==> config.mk <==
export PLATFORM = sky130hd
export DESIGN_NAME = imem_fetch_ctrl_flat
export DESIGN_NICKNAME = d
export VERILOG_FILES = /design/src/rtl/imem_fetch_pkg.sv /design/src/rtl/imem_fetch_ctrl_if.sv /design/src/rtl/imem_fetch_ctrl_queue.sv /design/src/rtl/imem_fetch_ctrl.sv /design/src/flat_wrapper.sv
export SDC_FILE = /design/constraint.sdc
export NUM_CORES = 1
export LEC_CHECK = 0
export BUFFER_PORTS_ARGS = -buffer_cell sky130_fd_sc_hd__buf_2
export CORE_ASPECT_RATIO = 1.5
export CORE_MARGIN = 1
export CORE_UTILIZATION = 55
export CTS_BUF_LIST = sky130_fd_sc_hd__clkbuf_4 sky130_fd_sc_hd__clkbuf_8
export DETAILED_ROUTE_END_ITERATION = 7
export GPL_TIMING_DRIVEN = 0
export PLACE_DENSITY = 0.82
export SLEW_MARGIN = 20
export SYNTH_ARGS = -nofsm -noshare
export SYNTH_HDL_FRONTEND = slang
export SYNTH_HIERARCHICAL = 1
export SYNTH_SLANG_ARGS = --single-unit
==> constraint.sdc <==
create_clock -name clk -period 3.87 [get_ports clk]
set_clock_uncertainty 0.1 [all_clocks]
set_input_delay 0.387 -clock clk [delete_from_list [all_inputs] [get_ports clk]]
set_output_delay 0.387 -clock clk [all_outputs]
set_load 0.1 [all_outputs]
==> src/rtl/imem_fetch_pkg.sv <==
// ============================================================================
// imem_fetch_pkg : shared types and constants for the instruction fetch sequencer
// Rev 1.0
// ============================================================================
`default_nettype none

package imem_fetch_pkg;

  localparam int unsigned INSTR_BYTES = 4;
  // Queue entries carry a full 32-bit pc; narrower address widths are zero-extended.
  localparam int unsigned PC_W = 32;

  typedef enum logic [1:0] {
    BOOT   = 2'd0,
    RUN    = 2'd1,
    HALTED = 2'd2
  } fetch_state_e;

  typedef struct packed {
    logic [PC_W-1:0] pc;
    logic [31:0]     instr;
  } fetch_entry_t;

endpackage

`default_nettype wire

==> src/rtl/imem_fetch_ctrl_if.sv <==
// ============================================================================
// imem_fetch_ctrl_if : memory, decode-handshake and redirect/halt signal bundle
// Rev 1.0
// ============================================================================
`default_nettype none

interface imem_fetch_ctrl_if #(
  parameter int ADDR_WIDTH = 32
) ();

  logic [ADDR_WIDTH-1:0] imem_addr;
  logic [31:0]           imem_instr;
  logic                  out_valid;
  logic                  out_ready;
  logic [31:0]           out_instr;
  logic [ADDR_WIDTH-1:0] out_pc;
  logic                  redirect_valid;
  logic [ADDR_WIDTH-1:0] redirect_target;
  logic                  halt_req;

  modport master (
    output imem_addr,
    input  imem_instr,
    output out_valid,
    input  out_ready,
    output out_instr,
    output out_pc,
    input  redirect_valid,
    input  redirect_target,
    input  halt_req
  );

  modport slave (
    input  imem_addr,
    output imem_instr,
    input  out_valid,
    output out_ready,
    input  out_instr,
    input  out_pc,
    output redirect_valid,
    output redirect_target,
    output halt_req
  );

endinterface

`default_nettype wire

==> src/rtl/imem_fetch_ctrl_queue.sv <==
// ============================================================================
// fetch_queue : synchronous FIFO of {pc, instr} entries with flush
// Rev 1.0
// ============================================================================
`default_nettype none

module fetch_queue
  import imem_fetch_pkg::*;
#(
  parameter int DEPTH = 2
) (
  input  wire logic         clk,
  input  wire logic         rst_n,
  input  wire logic         push,
  input  wire logic         pop,
  input  wire logic         flush,
  input  wire fetch_entry_t wr_entry,
  output      fetch_entry_t head,
  output      logic         full,
  output      logic         empty
);

  localparam int PTR_W = $clog2(DEPTH);
  localparam int CNT_W = PTR_W + 1;

  fetch_entry_t     r_mem [DEPTH];
  logic [PTR_W-1:0] r_rd_ptr;
  logic [PTR_W-1:0] r_wr_ptr;
  logic [CNT_W-1:0] r_count;
  logic             w_do_push;
  logic             w_do_pop;

  assign full  = (r_count == CNT_W'(DEPTH));
  assign empty = (r_count == '0);
  assign head  = r_mem[r_rd_ptr];

  // A pop frees the slot the push may claim, so a full queue still streams.
  assign w_do_pop  = pop && !empty;
  assign w_do_push = push && (!full || w_do_pop);

  always_ff @(posedge clk or negedge rst_n) begin
    if (!rst_n) begin
      r_rd_ptr <= '0;
      r_wr_ptr <= '0;
      r_count  <= '0;
    end else if (flush) begin
      r_rd_ptr <= '0;
      r_wr_ptr <= '0;
      r_count  <= '0;
    end else begin
      if (w_do_push) r_wr_ptr <= r_wr_ptr + PTR_W'(1);
      if (w_do_pop)  r_rd_ptr <= r_rd_ptr + PTR_W'(1);
      r_count <= r_count + CNT_W'(w_do_push) - CNT_W'(w_do_pop);
    end
  end

  always_ff @(posedge clk or negedge rst_n) begin
    if (!rst_n) begin
      for (int i = 0; i < DEPTH; i++) r_mem[i] <= '0;
    end else if (w_do_push && !flush) begin
      r_mem[r_wr_ptr] <= wr_entry;
    end
  end

endmodule

`default_nettype wire

==> src/rtl/imem_fetch_ctrl.sv <==
// ============================================================================
// imem_fetch_ctrl : PC owner and fetch FSM feeding decode through a fetch queue
// Rev 1.0
// ============================================================================
`default_nettype none

module imem_fetch_ctrl
  import imem_fetch_pkg::*;
#(
  parameter int                    ADDR_WIDTH  = 32,
  parameter logic [ADDR_WIDTH-1:0] RESET_PC    = '0,
  parameter int                    QUEUE_DEPTH = 2
) (
  input  wire logic        clk,
  input  wire logic        rst_n,
  imem_fetch_ctrl_if.master bus,
  output      logic [1:0]  state_o,
  output      logic [31:0] retire_count
);

  fetch_state_e          r_state;
  fetch_state_e          w_next_state;
  logic [ADDR_WIDTH-1:0] r_pc;
  logic [31:0]           r_retire;
  logic                  w_fetch_en;
  logic                  w_push;
  logic                  w_pop;
  logic                  w_full;
  logic                  w_empty;
  logic [ADDR_WIDTH-1:0] w_redirect_pc;
  fetch_entry_t          w_wr_entry;
  fetch_entry_t          w_head;
  logic                  w_unused_tgt_lsbs;

  // State register
  always_ff @(posedge clk or negedge rst_n) begin
    if (!rst_n) r_state <= BOOT;
    else        r_state <= w_next_state;
  end

  // Next state: halt outranks a simultaneous redirect; BOOT always advances.
  always_comb begin
    w_next_state = r_state;
    case (r_state)
      BOOT:    w_next_state = RUN;
      RUN:     if (bus.halt_req) w_next_state = HALTED;
      HALTED:  if (bus.redirect_valid) w_next_state = bus.halt_req ? HALTED : RUN;
      default: w_next_state = BOOT;
    endcase
  end

  // State-decoded outputs
  always_comb begin
    state_o    = r_state;
    w_fetch_en = (r_state == RUN);
  end

  assign w_redirect_pc     = {bus.redirect_target[ADDR_WIDTH-1:2], 2'b00};
  assign w_unused_tgt_lsbs = ^bus.redirect_target[1:0];

  // A redirect flushes the queue, so any handshake that cycle is void.
  assign w_pop  = bus.out_valid && bus.out_ready && !bus.redirect_valid;
  assign w_push = w_fetch_en && !bus.redirect_valid && !bus.halt_req && (!w_full || w_pop);

  always_ff @(posedge clk or negedge rst_n) begin
    if (!rst_n) begin
      r_pc <= RESET_PC;
    end else if (bus.redirect_valid) begin
      r_pc <= w_redirect_pc;
    end else if (w_push) begin
      r_pc <= r_pc + ADDR_WIDTH'(INSTR_BYTES);
    end
  end

  always_ff @(posedge clk or negedge rst_n) begin
    if (!rst_n)     r_retire <= '0;
    else if (w_pop) r_retire <= r_retire + 32'd1;
  end

  assign w_wr_entry = '{pc: PC_W'(r_pc), instr: bus.imem_instr};

  fetch_queue #(
    .DEPTH (QUEUE_DEPTH)
  ) u_fetch_queue (
    .clk      (clk),
    .rst_n    (rst_n),
    .push     (w_push),
    .pop      (w_pop),
    .flush    (bus.redirect_valid),
    .wr_entry (w_wr_entry),
    .head     (w_head),
    .full     (w_full),
    .empty    (w_empty)
  );

  assign bus.imem_addr = r_pc;
  assign bus.out_valid = !w_empty;
  assign bus.out_instr = w_head.instr;
  assign bus.out_pc    = w_head.pc[ADDR_WIDTH-1:0];
  assign retire_count  = r_retire;

endmodule

`default_nettype wire
==> src/flat_wrapper.sv <==
// flat-port wrapper written by rule: the top's interface ports become plain ports
module imem_fetch_ctrl_flat import imem_fetch_pkg::*;
#(
  parameter int                    ADDR_WIDTH  = 32,
  parameter logic [ADDR_WIDTH-1:0] RESET_PC    = '0,
  parameter int                    QUEUE_DEPTH = 2
)
  (clk, rst_n, state_o, retire_count, bus_imem_addr, bus_imem_instr, bus_out_valid, bus_out_ready, bus_out_instr, bus_out_pc, bus_redirect_valid, bus_redirect_target, bus_halt_req);
  imem_fetch_ctrl_if #(.ADDR_WIDTH(ADDR_WIDTH)) bus_i ();
  input  wire logic clk;
  input  wire logic rst_n;
  output      logic [1:0] state_o;
  output      logic [31:0] retire_count;
  output wire logic [$bits(bus_i.imem_addr)-1:0] bus_imem_addr;
  input wire logic [$bits(bus_i.imem_instr)-1:0] bus_imem_instr;
  output wire logic [$bits(bus_i.out_valid)-1:0] bus_out_valid;
  input wire logic [$bits(bus_i.out_ready)-1:0] bus_out_ready;
  output wire logic [$bits(bus_i.out_instr)-1:0] bus_out_instr;
  output wire logic [$bits(bus_i.out_pc)-1:0] bus_out_pc;
  input wire logic [$bits(bus_i.redirect_valid)-1:0] bus_redirect_valid;
  input wire logic [$bits(bus_i.redirect_target)-1:0] bus_redirect_target;
  input wire logic [$bits(bus_i.halt_req)-1:0] bus_halt_req;
  assign bus_imem_addr = bus_i.imem_addr;
  assign bus_i.imem_instr = bus_imem_instr;
  assign bus_out_valid = bus_i.out_valid;
  assign bus_i.out_ready = bus_out_ready;
  assign bus_out_instr = bus_i.out_instr;
  assign bus_out_pc = bus_i.out_pc;
  assign bus_i.redirect_valid = bus_redirect_valid;
  assign bus_i.redirect_target = bus_redirect_target;
  assign bus_i.halt_req = bus_halt_req;
  imem_fetch_ctrl #(.ADDR_WIDTH(ADDR_WIDTH), .RESET_PC(RESET_PC), .QUEUE_DEPTH(QUEUE_DEPTH)) u_core (.clk(clk), .rst_n(rst_n), .bus(bus_i), .state_o(state_o), .retire_count(retire_count));
endmodule
Word level (Yosys, flattened, before mapping)
Cells that the tools add are included.
{ "totals": {"regBits": 198, "word_cells": 64} }
{ "op_classes": {"n_addsub": 6, "n_lt_le_gt_ge": 3, "n_eq_ne": 5, "mux": 17, "bitwise_logic": 2, "reduce_logical": 21} }
{ "ops": {"columns": ["operator", "n"], "rows": [
  ["$mux 64", 4],
  ["$bwmux 128", 1],
  ["$demux 64 s1", 1],
  ["$mux 32", 2],
  ["$add 32x1->32 const B", 1],
  ["$add 32x3->32 const B", 1],
  ["$logic_and 1x1->1", 9],
  ["$mux 2", 4],
  ["$pmux 2 s3", 1],
  ["$reduce_bool 2->1", 3],
  ["$eq 2x2->1 const B", 2],
  ["$ge 2x2->1 const B", 2],
  ["$logic_not 1->1", 4],
  ["$logic_not 2->1", 2],
  ["$mux 1", 4],
  ["$ne 2x2->1 const B", 2],
  ["$not 1->2", 2],
  ["$add 1x1->1 const B", 2],
  ["$add 2x1->2", 1],
  ["$eq 2x1->1 const B", 1],
  ["$logic_or 1x1->1", 2],
  ["$lt 2x1->1 const B", 1],
  ["$reduce_and 2->1", 1],
  ["$sub 2x1->2", 1]
]} }

Depth between registers and ports, before layout
Gate-level depths: netlist of run 1.
{ "logic_depth": {"ltp_word": 10, "depth_mapped": 10} }

Modules after synthesis
Netlist of run 1, hierarchy kept.
{ "by_module_without_submodules": {"columns": ["mod", "n_inst", "cells_per_inst", "area_each_um2"], "rows": [
  ["fetch_queue", 1, 365, 5979.5],
  ["imem_fetch_ctrl", 1, 322, 3251.9]
]} }

Worst setup path after synthesis of run 1
No wires, ideal clock.
{ "synth_timing": {"path_kind": "register to register", "from": "register u_core.r_state[0], in the netlist u_core/state_o[0]", "to": "register u_core/u_fetch_queue/r_mem[41] (netlist name)", "setup_ns": 0.126, "t_arrival_ns": 2.919, "setup_slack_ns": 0.725, "stages_incl_launch_ff": 8, "n_path_buf": 2, "path_cell_list": "dfrtp_1 > or3b_4 > a21oi_1 > nor2b_1 > and4b_1 > buf_6 > buf_6 > mux2_4"} }
{ "synth_between": {"elab_chain_cells": 6} }
{ "synth_rtl": {"columns": ["element", "line", "text"], "rows": [
  ["start, declared", "imem_fetch_ctrl.sv:21", "fetch_state_e r_state;"],
  ["start signal, assigned", "imem_fetch_ctrl.sv:38", "else r_state <= w_next_state;"],
  ["$eq 2x1->1", "imem_fetch_ctrl.sv:55", "w_fetch_en = (r_state == RUN);"],
  ["$logic_and 1x1->1 (3 in series)", "imem_fetch_ctrl.sv:63", "assign w_push = w_fetch_en && !bus.redirect_valid && !bus.halt_req && (!w_full || w_pop);"],
  ["via u_core.w_push", "imem_fetch_ctrl.sv:26", "logic w_push;"],
  ["$logic_and 1x1->1", "imem_fetch_ctrl_queue.sv:39", "assign w_do_push = push && (!full || w_do_pop);"],
  ["$logic_and 1x1->1", "imem_fetch_ctrl_queue.sv:60", "end else if (w_do_push && !flush) begin"],
  ["end signal, assigned by index", "imem_fetch_ctrl_queue.sv:61", "r_mem[r_wr_ptr] <= wr_entry;"],
  ["end, declared", "imem_fetch_ctrl_queue.sv:26", "fetch_entry_t r_mem [DEPTH];"]
]} }
The timed path passes the listed nets, and every way through them passes these cells.
A chain may end at the register's enable or synchronous reset.

Worst setup path in the final report of run 1
{ "layout_timing": {"from": "register u_core.u_fetch_queue.r_rd_ptr", "to": "output bus_out_pc[28]"} }
{ "layout_between": {"elab_chain_cells": 4} }
{ "layout_rtl": {"columns": ["element", "line", "text"], "rows": [
  ["start, declared", "imem_fetch_ctrl_queue.sv:27", "logic [PTR_W-1:0] r_rd_ptr;"],
  ["start signal, assigned", "imem_fetch_ctrl_queue.sv:52", "if (w_do_pop) r_rd_ptr <= r_rd_ptr + PTR_W'(1);"],
  ["$not 1->2 (not written as such)", "imem_fetch_ctrl_queue.sv:35", "assign head = r_mem[r_rd_ptr];"],
  ["$mux 64 (not written as such) (3 in series)", "imem_fetch_ctrl_queue.sv:35", null],
  ["end, declared", "flat_wrapper.sv:19", "output wire logic [$bits(bus_i.out_pc)-1:0] bus_out_pc;"]
]} }
Every way passes these cells. The select of a mux whose other input is x is not followed.

==> impl_results.md, run 1 <==
* Die ar. at 17,300 um2
* #FFs+latches synth at 196
* Post-synth top area cell: dfrtp_1
* Slew HR at roughly 42%
* Synth cell types at 42
* Pre-CTS WS at approximately 0.95 ns
* Area growth syn-to-layout at 18.6%
* Design Area, Final at 11,000 um2
* Post-synth top area share at 53.1%
* GRT overflow at 0
* Min-Delay Path Class: input pin to flop
* Hold-fix buffers at CTS at 2
* Unrepaired setup endpoints after global routing: false
* Area after DPL at ~11,000 um2
* Synth Instances at between 600 and 700
* Post-DR vias/cell at 5.43
* Pwr/cell area at ~800 nW/um2
* Routed len/inst at ~18 um
* First-pass GRT wire length at 32,000 um
* Fillers at ~1,300
* Critical Path RT at about 3.4 ns
* Hold WS at approximately 0.034 ns
* Clk_lat worst skew at around 0.45 ns
* DRC Markers at 0
* Max Cap Viol at 0
* Syn avg cell area at ~13 um2
* H-tree levels at 4
* Die W at 108 um
* CTS Buffer Depth at 2
* Maximum vdd drop at around 0.65 mV
* Iter 0 DRT Violations at roughly 190
* Crit path kind: flop to output port
* Startpoint types: flop
* Tot GR Track Use at a little under a quarter
* CTS Sinks at slightly below 200
* Final worst path period share at between 70% and 80%
* I/O pin cnt at 200
* 1st-pass router iterations at 4
* N_diodes at 0
* Reg2Reg Depth at 7
* Min-delay src: bus_redirect_target[16]
* R2R Setup Slk at roughly 1.0 ns
* Post-Route WL at 20,000 um
* Clock transition at the registers of the reported paths at 0.10 ns
* Synth Warn # at 6
* WHS Path Cells at 3
* Leading cell types by total area after synthesis: dfrtp_1, mux2_2, mux2_4, xor2_1, xnor2_1
* Hold worst-path end: u_core/bus.imem_addr[16]
* Largest net degree at the start of global routing at 100
* Final Hold Vio Count at 0
* Vias after detailed routing at ~6,100
* Clock root buffer: clkbuf_8
* CTS tree: yes
* Max Fclk at ~330 MHz
* CTS Buf Count at 17
* Status: complete, no violations
* Worst r2r dst: u_core/u_fetch_queue/r_mem[14]
* CP Capture Type: output port
* Endpoints failing setup at 0
* Final-stage net count at between 900 and 1,000
* Post-route ant nets at 0
* Arrival @ worst endpoint at between 2 and 3 ns
* Final setup TNS at 0 ns
* Register area share after synthesis at a little over half
* Most frequent cells in the layout: buf_2, dfrtp_1, mux2_2
* Worst-Margin Slew at 0.857 ns
* Max Slew Vio Count at 0
* Routability cong. at 0.829
* Row count at 57
* Share of post-route cells with drive strength above 1 at about half
* Crit path max fanout at 10
* Reg-to-reg startpoint: u_core/state_o[1]
* # resized after CTS at 0
* DIE HEIGHT at between 150 and 200 um
* Initial Utilization at a little under three fifths
* Post CTS Setup Buffer Count at 0
* Mapped Area at 9230 um2
* Initial antenna violation count at 0
* Fin crit period at 3.04 ns
* Number of global-route vias before repair at 6,427
* Worst setup margin at roughly 0.83 ns
* IO Port Bufs at 195
* Leakage power at approximately 5.3 nW
* Core area at about 16,000 um2
* DPL Wire Length at roughly 14,000 um
[routing by layer]
metal  wire length, um  up-vias  global-route usage, %
li1                  -     2863                      -
met1              8160     3055                   29.1
met2             10400      177                   41.3
met3               957       33                   5.36
met4               465        0                   8.97
met5                 0        -                      0
[where the power goes]
group / internal, mW / total [mW] / switching, mW
Combinational: 1.11 / 4.62 / 3.50
Sequential: 2.63 / 3.00 / 0.367
Clock: 0.600 / 1.34 / 0.735
Total: 4.34 / 8.95 / 4.60
[layout make-up]
| type | count | area, um2 | share of cell area, % |
|---|---|---|---|
| sequential | 196 | 4900 | 44.8 |
| clock inverter | 13 | 153 | 1.39 |
| timing repair buffer | 199 | 1040 | 9.53 |
| buffer | 33 | 216 | 1.98 |
| clock buffer | 19 | 249 | 2.27 |
| multi-input combinational | 457 | 4110 | 37.5 |
| tap | 206 | 258 | 2.35 |
| inverter | 6 | 22.5 | 0.206 |
[how the worst max path moves through the flow]
stage,start,to,depth (start not counted)
3_3_place_gp,rst_n,u_core/retire_count[30],1
4_1_cts,u_core/u_fetch_queue/r_rd_ptr,bus_out_pc[1],4
6_report,u_core/u_fetch_queue/r_rd_ptr,bus_out_pc[28],4
5_1_grt,u_core/u_fetch_queue/r_rd_ptr,bus_out_instr[24],4
2_1_floorplan,u_core/state_o[0],u_core/u_fetch_queue/r_mem[41],7
3_5_place_dp,bus_halt_req,u_core/u_fetch_queue/r_mem[19],8
[per-stage QoR]
stage | cells | power [mW] | util [%]
finish | 1129 | 8.95 | 67.1
detailed placement | 1094 | 7.66 | 64.4
CTS | 1128 | 9.01 | 67.0
floorplan | 692 | 6.94 | -
global route | 1129 | 9.30 | 67.1
global placement | 1093 | 7.56 | 64.2
[synthesized netlist by cell type]
| cell type | n |
|---|---|
| nor4_2 | 2 |
| mux2_4 | 60 |
| inv_1 | 6 |
| nor3b_2 | 1 |
| xnor2_1 | 27 |
| nand2_1 | 56 |
| mux2_1 | 4 |
| and2_1 | 3 |
| o21ai_1 | 8 |
| a211oi_2 | 1 |
| mux2i_1 | 1 |
| xor2_1 | 37 |
| clkbuf_1 | 15 |
| and4_1 | 8 |
| o21ai_0 | 21 |
| buf_4 | 8 |
| nand4_1 | 23 |
| o21a_1 | 1 |
| nor4_4 | 1 |
| nand4b_1 | 3 |
| o22ai_1 | 1 |
| buf_6 | 8 |
| dfrtp_1 | 196 |
| conb_1 | 1 |
| nand3_1 | 17 |
| nand2b_1 | 3 |
| o21ai_2 | 2 |
| buf_2 | 2 |
| nor2b_1 | 5 |
| nor3_1 | 4 |
| a21oi_1 | 1 |
| nor2_1 | 13 |
| nand3b_1 | 1 |
| or3b_4 | 2 |
| a21boi_0 | 1 |
| nand4bb_1 | 1 |
| a211o_1 | 1 |
| and4b_1 | 1 |
| ha_1 | 4 |
| and3_1 | 7 |
| mux2_2 | 129 |
| a2111oi_4 | 1 |
[registers in the layout, summed over array words and instances, names as in the netlist]
| signal | cells |
|---|---|
| u_core/bus.imem_addr | 30 |
| u_core/retire_count | 32 |
| u_core/state_o | 2 |
| u_core/u_fetch_queue/r_count | 2 |
| u_core/u_fetch_queue/r_mem | 128 |
| u_core/u_fetch_queue/r_rd_ptr | 1 |
| u_core/u_fetch_queue/r_wr_ptr | 1 |
[critical path, cell delays in order, from the launching register on]
cell and delay, ns:
dfrtp_1 0.35, clkbuf_1 0.46, clkbuf_1 0.56, mux2_2 0.43, buf_2 0.30
[cells by family after synthesis]
logic type | count (synthesis) | synth area share, %
AOI/OAI and AO/OA | 38 | 2.58
xor gates and xnor gates | 64 | 6.07
adders and majority gates | 4 | 0.542
buffers and inverters | 39 | 2.59
DFF | 196 | 53.1
muxes | 194 | 26.1
other | 1 | 0.0406
and+or+nand+nor | 151 | 8.96
No activity file was read; power rests on OpenSTA's default activity.
==> inputs of run 2 (changes only) <==
Settings changed: CORE_UTILIZATION 55 to 51, PLACE_DENSITY 0.82 to 0.8.
Clock period 3.87 ns to 2.5 ns, I/O delays scaled along.
==> impl_results.md, run 2 (synthesized netlist as in run 1, its figures left out) <==
* Status: finished, violations left
* Violations in the final reports: design-rule violations
* Post-Route WL at around 22,000 um
* I/O pin cnt at 200
* Routed len/inst at about 18 um
* Clock transition at the registers of the reported paths at ~0.10 ns
* H-tree levels at 4
* Share of post-route cells with drive strength above 1 at between 40 and 50%
* Endpoints failing setup at 0
* N_diodes at 0
* Final worst path period share at ~100%
* CTS Sinks at just under 200
* IO Port Bufs at 195
* Slowest CP cell: dfrtp_4
* Max Fclk at just over 400 MHz
* Top reg by flops: u_core/u_fetch_queue/r_mem
* Row count at a little under 60
* Clk_lat worst skew at between 0.4 and 0.5 ns
* Leakage power at 5.72 nW
* Max Cap Viol at 0
* Vias after detailed routing at about 6,500
* CTS Buf Count at 17
* Critical Path RT at 2.75 ns
* Tot GR Track Use at 23.9%
* Most used cell, CP: buf_12
* Maximum vdd drop at around 1.2 mV
* DRC Markers at 13
* Initial antenna violation count at 0
* Hold WS at ~0.17 ns
* Initial Utilization at approximately 53%
* CP Capture Type: flop
* Die W at between 100 and 150 um
* Worst setup margin at roughly 0.053 ns
* GRT overflow at 0
* Pre-CTS WS at -0.352 ns
* Post-route ant nets at 0
* Critical Path Max Stage Delay at 0.49 ns
* DPL Wire Length at 13,900 um
* First-pass GRT wire length at ~35,000 um
* Pwr/cell area at between 1000 and 1500 nW/um2
* Largest net degree at the start of global routing at 100
* Max Slew Vio Count at 0
* Die ar. at 18,700 um2
* Overall power at around 14 mW
* Area growth syn-to-layout at 28.9%
* 1st-pass router iterations at 8
* Min-Delay Path Class: input pin to flop
* Post-DR vias/cell at about 5.4
* Final Hold Vio Count at 0
* Number of global-route vias before repair at slightly below 7,000
* Crit-path cells: or3b_4, a21oi_4, nor2b_4, and4b_1, buf_12, buf_6, buf_12, mux2_4
* Most frequent cells in the layout: buf_2, dfrtp_1, mux2_2
* Arrival @ worst endpoint at around 2.7 ns
* Slew HR at around 45%
* CTS tree: yes
* Crit path kind: flop to flop
* Most common cell after layout, fill and taps aside: buf_2
* Core area at 17,500 um2
* Routability cong. at between 0.8 and 0.9
* Core Util, Final at between 60% and 70%
* Final-stage net count at 1,059
* Startpoint types: flop
* Crit path max fanout at 10
* Iter 0 DRT Violations at between 200 and 300
* Clock root buffer: clkbuf_8
* Max reg flops at 128
* CTS Buffer Depth at 2
* DIE HEIGHT at around 170 um
* Fin crit period at 2.45 ns
* Worst-Margin Slew at between 0.8 and 0.9 ns
run 2: cell count changes in the layout (fill, tap and decap cells not counted), sizes merged:
cell / change
clkinv: +1
clkbuf: -2
clkinvlp: -3
buf: +13
inv: +3
bufinv: +1
dlygate4sd3: +63
run 2: final timing paths:
| check | startpoint | to | slack, ns | depth (start not counted) |
|---|---|---|---|---|
| max | u_core/state_o[1] | u_core/u_fetch_queue/r_mem[19] | 0.05 | 8 |
| min | bus_out_ready | u_core/retire_count[0] | 0.17 | 4 |
| max reg2reg | u_core/state_o[1] | u_core/u_fetch_queue/r_mem[19] | 0.05 | 8 |
| min reg2reg | u_core/retire_count[31] | u_core/retire_count[31] | 0.38 | 1 |
| max in group asynchronous | rst_n | u_core/retire_count[7] | 1.04 | 3 |
| min in group asynchronous | rst_n | u_core/bus.imem_addr[14] | 0.29 | 2 |
run 2: cell type report:
| class | instances | area, um2 |
|---|---|---|
| buffer | 33 | 302 |
| clock buffer | 17 | 234 |
| clock inverter | 15 | 216 |
| fill | 1247 | 5600 |
| inverter | 6 | 22.5 |
| multi-input combinational | 457 | 4150 |
| sequential | 196 | 4930 |
| tap | 213 | 267 |
| timing repair buffer | 275 | 1790 |
run 2: per-stage QoR:
step / instance area, um2 / std cells / TNS [ns]
final: 11900 / 1212 / 0
after global routing: 11900 / 1212 / -0.0116
after CTS: 11800 / 1201 / 0
after detailed placement: 10600 / 1101 / -28.21
after global placement: 10500 / 1100 / -438.89
after floorplan: 9300 / 692 / -1.96
run 2: power breakdown:
group          switching (mW)  total (mW)  internal [mW]
clock                    1.22        2.26           1.04
sequential              0.564        4.65           4.08
combinational            5.50        7.34           1.85
total                    7.29        14.3           6.97
run 2: critical path, delay by kind of cell (launching register included):
family	cells	cell delay, ns
AND/OR/NAND/NOR	3	0.87
flip-flops	1	0.49
buffers and inverters	3	0.42
multiplexers	1	0.31
AO/OA/AOI/OAI	1	0.14
run 2: metal layers:
layer / up-vias / GRT usage, % / routed length (um)
met5: - / 0 / 0
met3: 32 / 5.39 / 1070
met1: 3236 / 28.3 / 8530
met4: 0 / 8.58 / 414
met2: 190 / 42.3 / 11600
li1: 3031 / - / -
run 2: repair_timing:
action | 4_1_cts | 5_1_grt
hold buffers | 66 | 0
buffers inserted | 2 | 11
gates resized for setup | 22 | 12
hold endpoints to repair | 196 | 0
pin swaps | 0 | 2
setup endpoints to repair | 180 | 123
==> inputs of run 3 (changes only) <==
Settings changed: ABC_AREA from default to 1, CORE_UTILIZATION 51 to 52, PLACE_DENSITY 0.8 to 0.79.
==> impl_results.md, run 3 <==
* Status: complete, no violations
* Endpoints failing setup at 0
* Final-stage net count at around 1,800
* Synth cell types at 37
* Top reg by flops: u_core/u_fetch_queue/r_mem
* Syn avg cell area at approximately 7.4 um2
* Worst setup margin at between 0.06 and 0.07 ns
* Tot GR Track Use at between 30% and 40%
* Hold WS at roughly 0.056 ns
* Leakage power at 7.14 nW
* DIE HEIGHT at 178 um
* Iter 0 DRT Violations at approximately 950
* First-pass GRT wire length at between 50,000 and 60,000 um
* Reg-to-reg startpoint: u_core/u_fetch_queue/r_count[0]
* Reg2Reg Depth at 16
* CP endpoint: bus_out_pc[11]
* 1st-pass router iterations at 5
* Most used cell, CP: buf_2
* Most common cell after layout, fill and taps aside: nand2_1
* Routed len/inst at about 16 um
* Slowest CP cell: buf_2
* Row count at between 60 and 70
* Switch Pwr at slightly below 9 mW
* Post-synth top area share at between 40 and 50%
* N_diodes at 0
* CTS Buf Count at 17
* Number of global-route vias before repair at a little over 10,000
* Max Slew Vio Count at 0
* Combinational power share at between 50% and 60%
* Post-synth EDFFs at 0
* Synth Instances at 1,448
* Final Hold Vio Count at 0
* Leading cell types by total area after synthesis: dfrtp_1, nand2_1, nand4_1, nor2_1, nand3_1
* Critical Path RT at roughly 2.2 ns
* Clock power share at ~14%
* DPL Wire Length at 22,300 um
* Synth Warn # at 6
* Post-synth top area cell: dfrtp_1
* Vias after detailed routing at around 11,000
* Crit path kind: flop to output port
* Crit-path cells: inv_1, buf_2, buf_2, nand2_1, nand2_1, buf_2
* Post-route ant nets at 0
* Unrepaired setup endpoints after global routing: false
* Post-Route WL at roughly 32,000 um
* Critical Path Max Stage Delay at approximately 0.43 ns
* Arrival @ worst endpoint at 2.08 ns
* I/O pin cnt at 200
* Max reg flops at ~130
* Synth top cells by count: nand2_1, dfrtp_1, nand4_1, nor2_1, inv_1
* Worst r2r dst: u_core/u_fetch_queue/r_count[1]
* Sequential Power Share at 31.8%
* Slew HR at 60.6%
* GRT overflow at 0
* Int Pwr at slightly below 7 mW
* Fin crit period at around 2.4 ns
* Startpoint types: flop
* Pre-CTS WS at around 0.095 ns
* #FFs+latches synth at around 200
* Clock transition at the registers of the reported paths at 0.09 ns
* Overall power at around 16 mW
* Most frequent cells in the layout: nand2_1, buf_2, dfrtp_1
* R2R Setup Slk at about 0.12 ns
* Initial antenna violation count at 0
* Die ar. at about 21,000 um2
* Area growth syn-to-layout at 24.9%
* Core Util, Final at 67.0%
* Pwr/cell area at ~1200 nW/um2
* Max Fclk at about 400 MHz
* Async S/R FF share, synth at 100%
* Max Cap Viol at 0
* Core area at about 20,000 um2
* Die W at roughly 120 um
* Routability cong. at 0.932
* IO Port Bufs at approximately 200
* CTS tree: yes
* Worst-Margin Slew at roughly 0.6 ns
* Main synth FF type: dfrtp_1
* Clock root buffer: clkbuf_8
* CTS Sinks at between 150 and 200
* Post-DR vias/cell at 5.40
* Largest net degree at the start of global routing at 95
* Final worst path period share at about 100%
* Maximum vdd drop at 0.737 mV
* Min-Delay Path Class: input pin to async pin
* Share of post-route cells with drive strength above 1 at a little over a fifth
* Most instantiated library cell after synthesis: nand2_1
* Sw Ratio at around 57%
* Crit path max fanout at 10
* Clk_lat worst skew at 0.48 ns
* H-tree levels at 4
* Initial Utilization at 53.7%
* CP startpoint: u_core/u_fetch_queue/r_rd_ptr
* CTS Buffer Depth at 2
* Mapped Area at 10,700 um2
* Register area share after synthesis at between 40% and 50%
* DRC Markers at 0
* CP Capture Type: output port
-- run 3: changes by cell type in the layout (fill, tap and decap cells not counted), moves of 39 or more --
cell | previous run | this run
nand3_1 | 17 | 56
nor2_1 | 11 | 92
nand4_1 | 23 | 129
nand2_1 | 56 | 706
mux2_4 | 60 | 0
inv_1 | 6 | 56
mux2_2 | 129 | 0
-- run 3: area by class of cell --
| cell class | count | area, um2 |
|---|---|---|
| fill | 1753 | 6580 |
| multi-input combinational | 1107 | 5060 |
| sequential | 196 | 4910 |
| timing repair buffer | 265 | 1790 |
| buffer | 83 | 591 |
| tap | 260 | 325 |
| inverter | 67 | 265 |
| clock buffer | 18 | 241 |
| clock inverter | 13 | 183 |
-- run 3: per-stage QoR --
stage	instances	TNS (ns)	cell area, um2
floorplan	1453	-0.306	10800
global placement	1908	-426.99	12100
detailed placement	1910	0	12200
CTS	2005	0	13300
global route	2009	0	13400
finish	2009	0	13400
-- run 3: what timing repair did --
item | in CTS | in global routing
pin swaps | 0 | 0
hold buffers | 64 | 0
resized for setup | 1 | 35
endpoints found under the setup margin | 1 | 32
hold endpoints to repair | 292 | 0
cloned | 0 | 0
setup buffers | 0 | 4
-- run 3: kinds of logic (layout without fill, tap and decap cells) --
| kind of cell | count (synthesis) | after routing | share of synthesized area [%] |
|---|---|---|---|
| simple gates | 1044 | 1044 | 42.4 |
| flops | 196 | 196 | 45.8 |
| buf+inv | 150 | 446 | 7.60 |
| xor+xnor | 28 | 28 | 2.29 |
| compound gates | 25 | 25 | 1.33 |
| fa+ha+maj | 4 | 4 | 0.468 |
| other cells | 1 | 6 | 0.0350 |
-- run 3: worst min-delay path by stage --
stage | from | endpoint | slack, ns
3_5_place_dp | rst_n | u_core/retire_count[16] | -0.03
2_1_floorplan | rst_n | u_core/bus.imem_addr[10] | -0.15
4_1_cts | rst_n | u_core/retire_count[13] | 0.04
5_1_grt | rst_n | u_core/retire_count[26] | 0.04
6_report | rst_n | u_core/retire_count[13] | 0.06
3_3_place_gp | u_core/u_fetch_queue/r_mem[53] | u_core/u_fetch_queue/r_mem[53] | 0.35
-- run 3: metal layers --
layer  wire (um)  global-route usage (%)  part of all wire [%]  up-vias
met5           0                       0                     0        -
met4        1420                    16.7                   4.5        0
met3        1630                    3.98                   5.2       96
met2       16400                    54.3                    52      449
met1       12000                    36.1                    38     5087
li1            -                       -                     -     5207
-- run 3: worst max-delay path: cells and delay by family (launching register included) --
kind | cells | cell delay (ns)
DFF | 1 | 0.39
and+or+nand+nor | 2 | 0.16
buffers and inverters | 4 | 1.05
-- run 3: power groups by stage --
stage	Sequential [mW]	Combinational (mW)	Clock (mW)
2_1_floorplan	6.31	5.45	0
3_3_place_gp	5.00	8.18	0
3_5_place_dp	5.04	8.30	0
4_1_cts	4.98	8.39	2.27
5_1_grt	5.13	8.98	2.40
6_report	5.00	8.53	2.22
